$ cat src/rtl/conv_pkg.sv
// rtl/conv_pkg.sv - shared types and defaults for the convolution pass sequencer
package conv_pkg;

    localparam int CONV_ROWS  = 32;
    localparam int CONV_DIM_W = 5;
    localparam int CONV_PIX_W = 10;
    localparam int CONV_CH_W  = 4;

    typedef enum logic [2:0] {IDLE, LOAD_W, STREAM, DRAIN, DONE} seq_state_t;

    typedef enum logic [1:0] {MASK_OFF, MASK_ON, MASK_DRAIN} mask_mode_t;

    typedef struct packed {
        logic [CONV_DIM_W-1:0] weight_dim;
        logic [CONV_PIX_W-1:0] pixel_count;
        logic [CONV_CH_W-1:0]  num_passes;
    } conv_cfg_t;

endpackage

$ cat src/rtl/row_stagger_mask.sv
// rtl/row_stagger_mask.sv - per-row input enable vector with staggered drain shut-off
module row_stagger_mask
    import conv_pkg::*;
#(
    parameter int ROWS = CONV_ROWS,
    localparam int RW  = $clog2(ROWS)
) (
    input  logic [1:0]      mode,
    input  logic [RW-1:0]   d,
    output logic [ROWS-1:0] input_en
);

    always_comb begin
        input_en = '0;
        case (mask_mode_t'(mode))
            MASK_ON:    input_en = '1;
            // Rows 0..d have already seen their last operand and are shut off.
            MASK_DRAIN: for (int i = 0; i < ROWS; i++) input_en[i] = (i > int'(d));
            default:    input_en = '0;
        endcase
    end

endmodule

$ cat src/rtl/conv_pass_sequencer.sv
// rtl/conv_pass_sequencer.sv - multi-pass weight load / stream / drain sequencer for the systolic array
module conv_pass_sequencer
    import conv_pkg::*;
#(
    parameter int ROWS  = CONV_ROWS,
    parameter int DIM_W = CONV_DIM_W,
    parameter int PIX_W = CONV_PIX_W,
    parameter int CH_W  = CONV_CH_W
) (
    input  logic             clk,
    input  logic             nrst,
    input  logic             start,
    input  logic             abort,
    input  logic [DIM_W-1:0] weight_dim,
    input  logic [PIX_W-1:0] pixel_count,
    input  logic [CH_W-1:0]  num_passes,
    output logic             w_ps,
    output logic [ROWS-1:0]  input_en,
    output logic             out_valid,
    output logic             acc_first,
    output logic [CH_W-1:0]  pass_idx,
    output logic             pass_done,
    output logic             conv_finish,
    output logic             busy,
    output logic             cfg_err
);

    localparam int RW = $clog2(ROWS);

    seq_state_t       state;
    conv_cfg_t        cfg;
    conv_cfg_t        req;
    logic [RW-1:0]    row_cnt;
    logic [PIX_W-1:0] pix_cnt;
    logic [DIM_W-1:0] ov_wait;
    logic [PIX_W-1:0] ov_left;
    logic             req_ok;
    mask_mode_t       mask_mode;

    assign req = '{weight_dim: weight_dim, pixel_count: pixel_count, num_passes: num_passes};
    assign req_ok = (pixel_count != '0) && (num_passes != '0) && (weight_dim != '0)
                 && (32'(weight_dim) <= 32'(ROWS));

    assign mask_mode = (state == LOAD_W || state == STREAM) ? MASK_ON :
                       (state == DRAIN) ? MASK_DRAIN : MASK_OFF;

    row_stagger_mask #(.ROWS(ROWS)) u_mask (
        .mode     (mask_mode),
        .d        (row_cnt),
        .input_en (input_en)
    );

    always_ff @(posedge clk or negedge nrst) begin
        if (!nrst) begin
            state <= IDLE; cfg <= '0; row_cnt <= '0; pix_cnt <= '0; ov_wait <= '0; ov_left <= '0;
            w_ps <= 1'b1; out_valid <= 1'b0; acc_first <= 1'b0; pass_idx <= '0;
            pass_done <= 1'b0; conv_finish <= 1'b0; busy <= 1'b0; cfg_err <= 1'b0;
        end else if (abort) begin
            state <= IDLE; cfg <= '0; row_cnt <= '0; pix_cnt <= '0; ov_wait <= '0; ov_left <= '0;
            w_ps <= 1'b1; out_valid <= 1'b0; acc_first <= 1'b0; pass_idx <= '0;
            pass_done <= 1'b0; conv_finish <= 1'b0; busy <= 1'b0; cfg_err <= 1'b0;
        end else begin
            pass_done   <= 1'b0;
            conv_finish <= 1'b0;
            cfg_err     <= 1'b0;

            // Result window runs off its own counters so it can trail into DRAIN.
            if (ov_wait != '0) begin
                ov_wait <= ov_wait - DIM_W'(1);
                if (ov_wait == DIM_W'(1)) begin
                    out_valid <= 1'b1;
                    acc_first <= (pass_idx == '0);
                    ov_left   <= cfg.pixel_count - PIX_W'(1);
                end
            end else if (out_valid) begin
                if (ov_left == '0) begin
                    out_valid <= 1'b0;
                    acc_first <= 1'b0;
                end else begin
                    ov_left <= ov_left - PIX_W'(1);
                end
            end

            case (state)
                IDLE: begin
                    if (start) begin
                        if (req_ok) begin
                            cfg     <= req;
                            state   <= LOAD_W;
                            busy    <= 1'b1;
                            row_cnt <= '0;
                        end else begin
                            cfg_err <= 1'b1;
                        end
                    end
                end
                LOAD_W: begin
                    if (row_cnt == RW'(ROWS - 1)) begin
                        row_cnt <= '0;
                        pix_cnt <= '0;
                        w_ps    <= 1'b0;
                        ov_wait <= cfg.weight_dim;
                        state   <= STREAM;
                    end else begin
                        row_cnt <= row_cnt + RW'(1);
                    end
                end
                STREAM: begin
                    if (pix_cnt == cfg.pixel_count - PIX_W'(1)) begin
                        row_cnt <= '0;
                        state   <= DRAIN;
                    end else begin
                        pix_cnt <= pix_cnt + PIX_W'(1);
                    end
                end
                DRAIN: begin
                    pass_done <= (row_cnt == RW'(ROWS - 2));
                    if (row_cnt == RW'(ROWS - 1)) begin
                        row_cnt <= '0;
                        w_ps    <= 1'b1;
                        if (pass_idx == cfg.num_passes - CH_W'(1)) begin
                            state       <= DONE;
                            conv_finish <= 1'b1;
                        end else begin
                            pass_idx <= pass_idx + CH_W'(1);
                            state    <= LOAD_W;
                        end
                    end else begin
                        row_cnt <= row_cnt + RW'(1);
                    end
                end
                DONE: begin
                    state    <= IDLE;
                    busy     <= 1'b0;
                    pass_idx <= '0;
                end
                default: state <= IDLE;
            endcase
        end
    end

endmodule

$ cat config.mk
export PLATFORM = sky130hd
export DESIGN_NAME = conv_pass_sequencer
export DESIGN_NICKNAME = d
export VERILOG_FILES = /design/src/rtl/conv_pkg.sv /design/src/rtl/row_stagger_mask.sv /design/src/rtl/conv_pass_sequencer.sv
export SDC_FILE = /design/constraint.sdc
export NUM_CORES = 1
export LEC_CHECK = 0
export CAP_MARGIN = 15
export CORE_MARGIN = 2
export CORE_UTILIZATION = 56
export CTS_BUF_LIST = sky130_fd_sc_hd__clkbuf_2
export CTS_CLUSTER_DIAMETER = 60
export DETAILED_ROUTE_END_ITERATION = 8
export PLACE_DENSITY = 0.89
export SYNTH_ARGS = -nofsm -noshare
export SYNTH_HDL_FRONTEND = slang
export SYNTH_HIERARCHICAL = 1
export SYNTH_SLANG_ARGS = --single-unit
$ cat constraint.sdc
create_clock -name clk -period 3.05 [get_ports clk]
set_clock_uncertainty 0.05 [all_clocks]
set_input_delay 0.61 -clock clk [delete_from_list [all_inputs] [get_ports clk]]
set_output_delay 0.61 -clock clk [all_outputs]
set_load 0.01 [all_outputs]
Word level (Yosys, flattened, before mapping)
Index checks and enable logic that the tools add are counted.

Word-level logic and storage cells: 170. Input bits: 23. Register bits after elaboration: 63.

$lt $le $gt $ge: 31. Eq/ne operators: 20. Muxes and demuxes: 66. Reduce and logical (&&, ||, !) cells: 30. Add/sub/neg operators: 7.

Operators by type and width (count): 5-bit > comparator (first input constant) (16); 10-bit two-way mux (8); 19-bit two-way mux (4); 32-bit one-hot mux with 2 select lines (1); 5-bit two-way mux (9); 4-bit by 5-bit > comparator with 1-bit output (first input constant) (8); 1-bit two-way mux (26); 3-bit two-way mux (7); 3-bit AND reduction (7); 3-bit by 5-bit > comparator with 1-bit output (first input constant) (4); 10-bit one-hot mux with 2 select lines (1); 10-bit by 1-bit subtractor with 10-bit output (second input constant) (2); 3-bit nonzero test (6); 3-bit inequality test (second input constant) (5); 5-bit one-hot mux with 3 select lines (1); 4-bit two-way mux (3); 3-bit by 2-bit inequality test with 1-bit output (second input constant) (4); 3-bit one-hot mux with 4 select lines (1); 10-bit by 1-bit adder with 10-bit output (second input constant) (1); 10-bit equality test (1); 5-bit equality test (second input constant) (2); 2-bit by 5-bit > comparator with 1-bit output (first input constant) (2); 10-bit zero test (1); 10-bit nonzero test (1); 25 further kinds (33).

Longest topological paths before layout
Gate-level depths: netlist (run 1).

Depth in word-level cells: 7. Mapped depth: 10. Depth with buffers taken out: 9.

Hierarchy
Netlist (run 1), hierarchy kept.

By module, submodules not included: conv_pass_sequencer (cells each 429, area an instance 3895.0 µm², times used 1); row_stagger_mask (cells each 69, area an instance 435.4 µm², times used 1).

Least setup slack after synthesis (run 1)
OpenSTA, ideal clock, no wires.

Kind: register to register. Start: reg cfg[4] (netlist name). End: reg row_cnt[0]. Cell stages (with the launch flop): 10. Period minus slack after synthesis: 2528 ps. Path buffers: 0. Path slack: 522 ps. Arrival: 2353 ps. Data required time: 2875 ps. Cells stage by stage: dfrtp_1 > inv_1 > ha_1 > xor2_1 > o211ai_1 > a2111oi_4 > nand4_4 > o31ai_4 > o21ai_2 > mux2_4.

Cells in the longest elaborated chain, start to end: 4.

Ends and longest elaborated chain: from (decl) (RTL line conv_pass_sequencer.sv:31) `conv_cfg_t cfg;`; from (signal assigned) (RTL line conv_pass_sequencer.sv:88) `cfg <= req;`; 10-bit by 1-bit subtractor with 10-bit output (RTL line conv_pass_sequencer.sv:109) `if (pix_cnt == cfg.pixel_count - PIX_W'(1)) begin`; 10-bit equality test (RTL line conv_pass_sequencer.sv:109); 3-bit by 2-bit inequality test with 1-bit output (no line); 4-bit AND reduction (no line); to (signal assigned) (RTL line conv_pass_sequencer.sv:105) `row_cnt <= row_cnt + RW'(1);`; to (signal assigned) (RTL line conv_pass_sequencer.sv:129) `row_cnt <= row_cnt + RW'(1);`; to (decl) (RTL line conv_pass_sequencer.sv:33) `logic [RW-1:0] row_cnt;`.

Every way passes these cells. A chain may end at the register's enable or synchronous reset.

Worst setup path in the final report (run 1)
Start: reg state[1]. End: out input_en[6].

Cells in the longest elaborated chain, start to end: 5. Elaborated cells on any way between the ends: 9. Classes of those cells: eq/ne: 5; mux: 3; reduce/logical: 1.

Ends and longest elaborated chain: from (decl) (RTL line conv_pass_sequencer.sv:30) `seq_state_t state;`; from (signal assigned) (RTL line conv_pass_sequencer.sv:55) `state <= IDLE; cfg <= '0; row_cnt <= '0; pix_cnt <= '0; ov_wait <= '0; ov_left <= '0;`; from (signal assigned) (RTL line conv_pass_sequencer.sv:59) `state <= IDLE; cfg <= '0; row_cnt <= '0; pix_cnt <= '0; ov_wait <= '0; ov_left <= '0;`; from (signal assigned) (RTL line conv_pass_sequencer.sv:89) `state <= LOAD_W;`; 3-bit by 1-bit equality test with 1-bit output / 3-bit by 2-bit equality test with 1-bit output (equally long branches) (RTL line conv_pass_sequencer.sv:44) `assign mask_mode = (state == LOAD_W || state == STREAM) ? MASK_ON :`; 1-bit logical OR (*) (RTL line conv_pass_sequencer.sv:44); 2-bit two-way mux (*) (RTL line conv_pass_sequencer.sv:44); via mask_mode[0] (RTL line conv_pass_sequencer.sv:38) `mask_mode_t mask_mode;`; 2-bit equality test / 2-bit by 1-bit equality test with 1-bit output (equally long branches) (RTL line row_stagger_mask.sv:15) `case (mask_mode_t'(mode))`; 32-bit one-hot mux with 2 select lines (*) (RTL line row_stagger_mask.sv:15); to (decl) (RTL line conv_pass_sequencer.sv:18) `output logic [ROWS-1:0] input_en,`.

The timed path passes the listed nets; every way through them passes the cells marked *.

==> flow_summary.yaml, run 1 <==
outcome:
  run_status: "complete, but fails checks"
  violated_checks: "setup timing"
floorplan:
  floorplan.io_pins: 66
  die-height_um: 91.94
  floorplan.rows: 32
  dieArea_um2: 8452
  placeableCoreArea_um2: 7607
  initial_core_util_pct: 56.92
  die_w_um: 91.94
yosys:
  syn_avg_cell_area_um2: 8.696
  synth-adder-area-share_pct: 4.074
  compound_gate_portion_of_the_synthesized_area_pct: 21.12
  synth_edf_count: 0
  synth_async_sr_flop_share_pct: 100.0
  syn-instance-count: 498
  synth.yosys.warnings: 6
  share_of_the_yosys_chip_area_belonging_to_registers_pct: 36.43
  mappedNetlistNets: 534
  share_of_cell_area_taken_by_muxes_after_synthesis_pct: 5.432
  synthesis_stage_register_bit_count: 63
  synth-xor-area-share_pct: 5.461
  synthSimpleGateAreaFrac_pct: 22.19
  ys.flop_type: "sky130_fd_sc_hd__dfrtp_1"
  synth_cell_type_count: 76
  combinational_family_with_the_most_area_after_synthesis: "simple AND/OR/NAND/NOR gates"
  synth.cell_area_um2: 4330
finish:
  layout_commonest_cell: "sky130_fd_sc_hd__nor2_1"
  layout.core_utilization_pct: 72.75
  antenna_cells: 0
  final_layout_size_suffix_gt1_share_pct: 24.42
  area_delta_synth_final_pct: 27.80
  layout_common_cells: "71 x sky130_fd_sc_hd__nor2_1, 62 x sky130_fd_sc_hd__dfrtp_1, 36 x sky130_fd_sc_hd__buf_4"
  layout.nets: 633
  stdcell_count: 704
  final_non_filler_cell_area_um2: 5534
pwr:
  p_leak_nw: 2.571
  power_density_nw_per_um2: 556.4
  max-vdd-ir-drop_uv: 509.3
placement:
  dp_hpwl_mm: 8.142
  place_area_um2: 5165
  place_congestion: 0.9000
  dp.cells: 665
  place.port_buffers: 65
worst_setup_path:
  worstPathBufferInverterCount: 6
  startpoint_type: "flop"
  cp_top_family: "buffers and inverters"
  slowest_cp_cell: "sky130_fd_sc_hd__dfrtp_1"
  worstSetupEndpointType: "primary output"
  crit_required_ps: 2390
  path_max_fanout: 4
  timing.critical_path.mode_cell: "sky130_fd_sc_hd__buf_6"
  timing_worst_setup_path_type: "reg2out"
  timing.critical_path.arrival_ps: 2460
  worst_path_largest_cell_delay_ps: 470
  path_cells: "buf_6 > nand2b_4 > a21oi_4 > inv_2 > ha_4 > buf_6 > nor3b_4 > o21bai_2 > buf_4 > buf_6 > a21oi_2 > buf_2"
global_routing:
  groute.layer.met2.usage_pct: 46.81
  grt_util_met1_pct: 36.86
  first_global_vias: 4082
  maximum_number_of_pins_on_one_net_before_global_route_repair: 37
  globalRoute.busiestLayer: "met2"
  grt-ovfl-total: 0
  grtUsageTotal_pct: 28.34
  grtUsageMet3_pct: 6.656
  grt_antenna_before_repair: 0
  grt_pass1_wl_mm: 19.42
sta:
  final-hold-violation-count: 0
  final_min_period_over_clock_period_pct: 102.2
  setup_viol_count_final: 4
  maximum_clock_frequency_mhz: 321.0
  setup_slack_ps: -65.67
  worst_slew_pin_slew_ps: 801.4
  layout_min_cycle_time_ps: 3116
  worst_slew_margin_rel_pct: 46.57
  slew_violations: 0
  rsz0062_at_grt: "yes"
detailed_routing:
  drc: 0
  drt_iter0_drc: 493
  drt_first_pass_iters: 5
  ant_nets: 0
  vias: 4400
  routedWlPerCell_um: 18.06
  avgViaCountPerCell: 6.250
  wirelength_mm: 12.71
worst_hold_path:
  min-delay-path-class: "in2async"
cts:
  cts_htree_levels: 3
  tritoncts_clock_tree: "done"
  clockBufferDepth: 2
  clock_tree.root_cell: "sky130_fd_sc_hd__clkbuf_2"
  cts_num_sinks: 63
  cts-buffers-inserted: 9
  clk_pin_slew_worst_paths_ps: 230
  clk-insertion-delay-late_ps: 530
run:
  drv.max_cap_violation_count: 0
==> flip-flops by register name, indices dropped and copies added (netlist names) <==
| name | flops |
|---|---|
| pass_idx | 4 |
| pass_done | 1 |
| busy | 1 |
| cfg_err | 1 |
| state | 3 |
| out_valid | 1 |
| acc_first | 1 |
| cfg | 19 |
| ov_left | 10 |
| pix_cnt | 10 |
| ov_wait | 5 |
| w_ps | 1 |
| conv_finish | 1 |
| row_cnt | 5 |
==> cell type report <==
| class | instances | area, µm² |
|---|---|---|
| fillers | 512 | 2073 |
| repair buffers | 109 | 869.6 |
| clock buffers | 9 | 45.04 |
| multi-input cells | 382 | 2728 |
| inverters | 32 | 122.6 |
| clock inverters | 7 | 63.81 |
| well taps | 102 | 127.6 |
| flip-flops and latches | 63 | 1578 |
==> through the flow <==
step | worst slack, ps | power [mW] | hold slack (ps) | TNS (ps)
final | -65.67 | 3.079 | 86.35 | -74.53
after global routing | -196.2 | 3.264 | 112.9 | -2228
after CTS | -20.89 | 2.971 | 99.95 | -20.89
after detailed placement | -147.3 | 2.451 | 449.8 | -622.6
after global placement | -65.14 | 2.392 | 418.2 | -131.2
after floorplan | 522.0 | 1.992 | 264.4 | 0
==> cells in the mapped netlist, types with 4 or more instances <==
| cell type | instances | area share, % |
|---|---|---|
| sky130_fd_sc_hd__nand2b_1 | 8 | 1.2 |
| sky130_fd_sc_hd__o21ai_0 | 32 | 3.7 |
| sky130_fd_sc_hd__a21o_1 | 4 | 0.69 |
| sky130_fd_sc_hd__clkbuf_1 | 10 | 0.87 |
| sky130_fd_sc_hd__inv_1 | 29 | 2.5 |
| sky130_fd_sc_hd__o21ai_1 | 6 | 0.69 |
| sky130_fd_sc_hd__a21oi_1 | 34 | 3.9 |
| sky130_fd_sc_hd__a31oi_1 | 12 | 1.7 |
| sky130_fd_sc_hd__xor2_1 | 11 | 2.2 |
| sky130_fd_sc_hd__dfrtp_1 | 62 | 36 |
| sky130_fd_sc_hd__nand4_1 | 4 | 0.58 |
| sky130_fd_sc_hd__or3_1 | 7 | 1.0 |
| sky130_fd_sc_hd__nor3_1 | 12 | 1.4 |
| sky130_fd_sc_hd__and3_1 | 8 | 1.2 |
| sky130_fd_sc_hd__nor3b_1 | 4 | 0.69 |
| sky130_fd_sc_hd__nor2_1 | 72 | 6.2 |
| sky130_fd_sc_hd__nand2_1 | 25 | 2.2 |
| sky130_fd_sc_hd__xnor2_1 | 16 | 3.2 |
| sky130_fd_sc_hd__a22o_1 | 4 | 0.81 |
| sky130_fd_sc_hd__nand3_1 | 13 | 1.5 |
| sky130_fd_sc_hd__mux2i_1 | 22 | 5.1 |
| sky130_fd_sc_hd__and2_1 | 6 | 0.87 |
| sky130_fd_sc_hd__ha_1 | 13 | 3.8 |
| sky130_fd_sc_hd__buf_2 | 9 | 1.0 |
| sky130_fd_sc_hd__nor2b_1 | 6 | 0.87 |
==> power by group <==
| part | leakage [nW] | total, mW | switching (mW) | internal (mW) |
|---|---|---|---|---|
| combinational | 1.66 | 1.52 | 0.877 | 0.640 |
| sequential | 0.847 | 1.05 | 0.108 | 0.946 |
| clock | 0.0667 | 0.509 | 0.327 | 0.182 |
==> what timing repair did <==
action,CTS,global route
pin swaps,3,8
resized for setup,87,66
setup endpoints to repair,31,30
buffers inserted,12,10
gates cloned,1,0
hold buffers,0,0
==> kinds of logic (layout without fill, tap and decap cells) <==
logic type                 count (synthesis)  after routing
and+or+nand+nor                          186            186
AOI/OAI and AO/OA                        131            132
DFF                                       63             63
buffers and inverters                     54            157
xor gates and xnor gates                  27             27
muxes                                     23             23
adders and majority gates                 14             14
==> final timing paths <==
kind / from / endpoint / slack, ps / depth (start not counted)
setup / recovery: state[1] / input_en[6] / -70 / 12
hold / removal: nrst / state[1] / 90 / 1
setup reg to reg: row_cnt[3] / pix_cnt[9] / 200 / 8
hold reg to reg: ov_left[7] / ov_left[7] / 480 / 2
max in group asynchronous: nrst / pix_cnt[2] / 2080 / 2
min in group clk: ov_left[7] / ov_left[7] / 480 / 2
==> worst reg2reg max path, cell delays in order (launching register included) <==
cell	delay [ps]
sky130_fd_sc_hd__dfrtp_1	800
sky130_fd_sc_hd__and3_1	260
sky130_fd_sc_hd__ha_1	290
sky130_fd_sc_hd__nand2_1	150
sky130_fd_sc_hd__o21a_1	190
sky130_fd_sc_hd__nor2_1	220
sky130_fd_sc_hd__o32ai_4	180
sky130_fd_sc_hd__or4_1	510
sky130_fd_sc_hd__o21ai_1	90
==> metal layers <==
| layer | wire [µm] | up-vias |
|---|---|---|
| met5 | 0 | - |
| met4 | 486 | 0 |
| met3 | 1045 | 58 |
| met2 | 6166 | 289 |
| met1 | 5013 | 2086 |
| li1 | - | 1967 |
No activity file was read; power rests on OpenSTA's default activity.
==> run 2: changes to the inputs <==
--- a/config.mk
+++ b/config.mk
@@ -5,6 +5,7 @@
 export SDC_FILE = /design/constraint.sdc
 export NUM_CORES = 1
 export LEC_CHECK = 0
+export ABC_CLOCK_PERIOD_IN_PS = 3050
 export CAP_MARGIN = 15
 export CORE_MARGIN = 2
 export CORE_UTILIZATION = 56
==> results of run 2 <==
The final DEF is identical to that of run 1; final timing and power are the same.
==> run 3: changes to the inputs <==
--- a/config.mk
+++ b/config.mk
@@ -5,14 +5,15 @@
 export SDC_FILE = /design/constraint.sdc
 export NUM_CORES = 1
 export LEC_CHECK = 0
-export ABC_CLOCK_PERIOD_IN_PS = 3050
+export ABC_CLOCK_PERIOD_IN_PS = 2600
 export CAP_MARGIN = 15
 export CORE_MARGIN = 2
-export CORE_UTILIZATION = 56
+export CORE_UTILIZATION = 51
 export CTS_BUF_LIST = sky130_fd_sc_hd__clkbuf_2
 export CTS_CLUSTER_DIAMETER = 60
 export DETAILED_ROUTE_END_ITERATION = 8
-export PLACE_DENSITY = 0.89
+export GPL_ROUTABILITY_DRIVEN = 0
+export PLACE_DENSITY = 0.86
 export SYNTH_ARGS = -nofsm -noshare
 export SYNTH_HDL_FRONTEND = slang
 export SYNTH_HIERARCHICAL = 1
==> constraint.sdc (replaced) <==
create_clock -name clk -period 2.6 [get_ports clk]
set_clock_uncertainty 0.05 [all_clocks]
set_input_delay 0.52 -clock clk [delete_from_list [all_inputs] [get_ports clk]]
set_output_delay 0.52 -clock clk [all_outputs]
set_load 0.01 [all_outputs]
==> flow_summary.yaml, run 3 (same netlist as run 1, synthesis figures left out) <==
detailed_routing:
  wirelength_mm: 14.54
  routedWlPerCell_um: 19.63
  drt_iter0_drc: 481
  avgViaCountPerCell: 6.262
  drt_first_pass_iters: 5
  ant_nets: 0
  drc: 0
  vias: 4640
worst_setup_path:
  crit_required_ps: 2030
  worstSetupEndpointType: "primary output"
  timing_worst_setup_path_type: "reg2out"
  worst_path_largest_cell_delay_ps: 480
  r2r.worst_path.cells: 9
  reg2reg_to: "pix_cnt[4]"
  slowest_cp_cell: "sky130_fd_sc_hd__dfrtp_2"
  startpoint_type: "flop"
  timing.critical_path.mode_cell: "sky130_fd_sc_hd__inv_2"
  path_cells: "inv_2 > nand2_2 > a21oi_4 > inv_2 > ha_4 > nor2b_4 > o21bai_4 > buf_6 > o21ai_1 > buf_2"
  r2r-start: "row_cnt[1]"
  path_max_fanout: 6
  timing.reg2reg.setup_slack_ps: -40
  timing.critical_path.arrival_ps: 2400
run:
  drv.max_cap_violation_count: 0
pwr:
  p_leak_nw: 2.769
  power.share.switching_pct: 42.07
  power_density_nw_per_um2: 648.2
  design_power_total_mw: 3.912
  max-vdd-ir-drop_uv: 517.3
  power.combinational.fraction_pct: 53.3
  clock_power_share_pct: 15.1
  p_seq_share_pct: 31.6
  p_int_mw: 2.266
  power.net_switching_mw: 1.645
finish:
  antenna_cells: 0
  filler_cell_count: 525
  layout.core_utilization_pct: 73.44
  flip_flop_count_of_the_largest_register_after_layout: 19
  top_regs: "cfg: 19 flops, ov_left: 10 flops, pix_cnt: 10 flops"
  layout_commonest_cell: "sky130_fd_sc_hd__nor2_1"
  area_delta_synth_final_pct: 39.35
  layout.nets: 667
  layout_common_cells: "68 x sky130_fd_sc_hd__nor2_1, 59 x sky130_fd_sc_hd__dfrtp_1, 56 x sky130_fd_sc_hd__buf_4"
  final_layout_size_suffix_gt1_share_pct: 33.02
  max_flop_register: "cfg"
sta:
  timing.setup.tns_ps: -9273
  layout_min_cycle_time_ps: 2973
  rsz0062_at_grt: "yes"
  final_min_period_over_clock_period_pct: 114.4
  final-hold-violation-count: 0
  worst_slew_margin_rel_pct: 53.66
  slew_violations: 0
  setup_viol_count_final: 38
  worst_slew_pin_slew_ps: 695.1
  maximum_clock_frequency_mhz: 336.3
  setup_slack_ps: -373.4
floorplan:
  die_w_um: 96.15
  placeableCoreArea_um2: 8217
  initial_core_util_pct: 52.70
  dieArea_um2: 9244
  floorplan.io_pins: 66
  floorplan.rows: 33
  die-height_um: 96.15
global_routing:
  first_global_vias: 4234
  grt_pass1_wl_mm: 19.87
  maximum_number_of_pins_on_one_net_before_global_route_repair: 32
  grtUsageTotal_pct: 27.79
  grt_antenna_before_repair: 0
  grt-ovfl-total: 0
worst_hold_path:
  holdPathEnd: "ov_left[1]"
  min-delay-path-class: "reg2reg"
  worstHoldStart: "ov_left[1]"
  hold-path-cell-count: 2
placement:
  place.port_buffers: 65
  dp_hpwl_mm: 8.434
cts:
  tritoncts_clock_tree: "done"
  clock_tree.root_cell: "sky130_fd_sc_hd__clkbuf_2"
  clk-insertion-delay-late_ps: 530
  clockBufferDepth: 2
  cts-buffers-inserted: 9
  cts_htree_levels: 3
  cts_num_sinks: 63
  clk_pin_slew_worst_paths_ps: 210
outcome:
  violated_checks: "setup timing"
  run_status: "complete, but fails checks"
run 3: power groups by stage:
stage | sequential [mW] | combinational (mW) | clock, mW
after CTS | 1.22 | 1.78 | 0.585
after floorplan | 1.23 | 1.11 | 0
after detailed placement | 1.24 | 1.70 | 0
after global placement | 1.23 | 1.64 | 0
final | 1.23 | 2.09 | 0.590
after global routing | 1.25 | 2.24 | 0.629
run 3: what timing repair did:
item,4_1_cts,5_1_grt
gates cloned,2,0
hold buffers,1,0
resized for setup,175,60
buffers inserted,13,21
pin swaps,13,34
setup endpoints to repair,44,47
hold endpoints to repair,28,0
run 3: area by class of cell:
type                            count  area [µm²]  share of cell area (%)
Sequential cell                    63        1582                   26.21
Multi-Input combinational cell    382        2914                   48.29
Inverter                           32       120.1                   1.990
Clock inverter                      6       51.30                  0.8501
Tap cell                          105       131.4                   2.177
Timing Repair Buffer              143        1186                   19.66
Clock buffer                       10       50.05                  0.8294
run 3: layer usage:
| metal | global-route usage, % | wire, µm | share of wire (%) | up-vias |
|---|---|---|---|---|
| met5 | 0 | 0 | 0 | - |
| met4 | 10.36 | 641 | 4.4 | 0 |
| met3 | 5.012 | 1052 | 7.2 | 70 |
| met2 | 48.03 | 7281 | 50 | 278 |
| met1 | 34.50 | 5568 | 38 | 2247 |
| li1 | - | - | - | 2045 |
run 3: worst max-delay path by stage:
stage               startpoint      endpoint  slack (ps)
finish                state[1]  input_en[21]        -370
floorplan               cfg[4]    row_cnt[0]          70
global route          state[1]  input_en[15]        -450
detailed placement    state[0]  input_en[19]        -270
global placement      state[0]  input_en[15]        -210
CTS                   state[0]  input_en[20]        -220
run 3: per-stage QoR:
stage / std cells / worst slack, ps / cell area [µm²] / hold slack, ps
finish: 741 / -373.4 / 6035 / 481.7
global route: 741 / -446.5 / 6035 / 523.2
CTS: 720 / -223.2 / 5618 / 491.4
detailed placement: 688 / -271.7 / 5319 / 453.1
global placement: 688 / -214.5 / 5319 / 421.8
floorplan: 498 / 71.98 / 4330 / 174.4
run 3: critical path, delay by kind of cell (launching register included):
kind            cells  cell delay (ps)
compound gates      3              500
flops               1              480
buf+inv             4              470
simple gates        2              230
fa+ha+maj           1              180
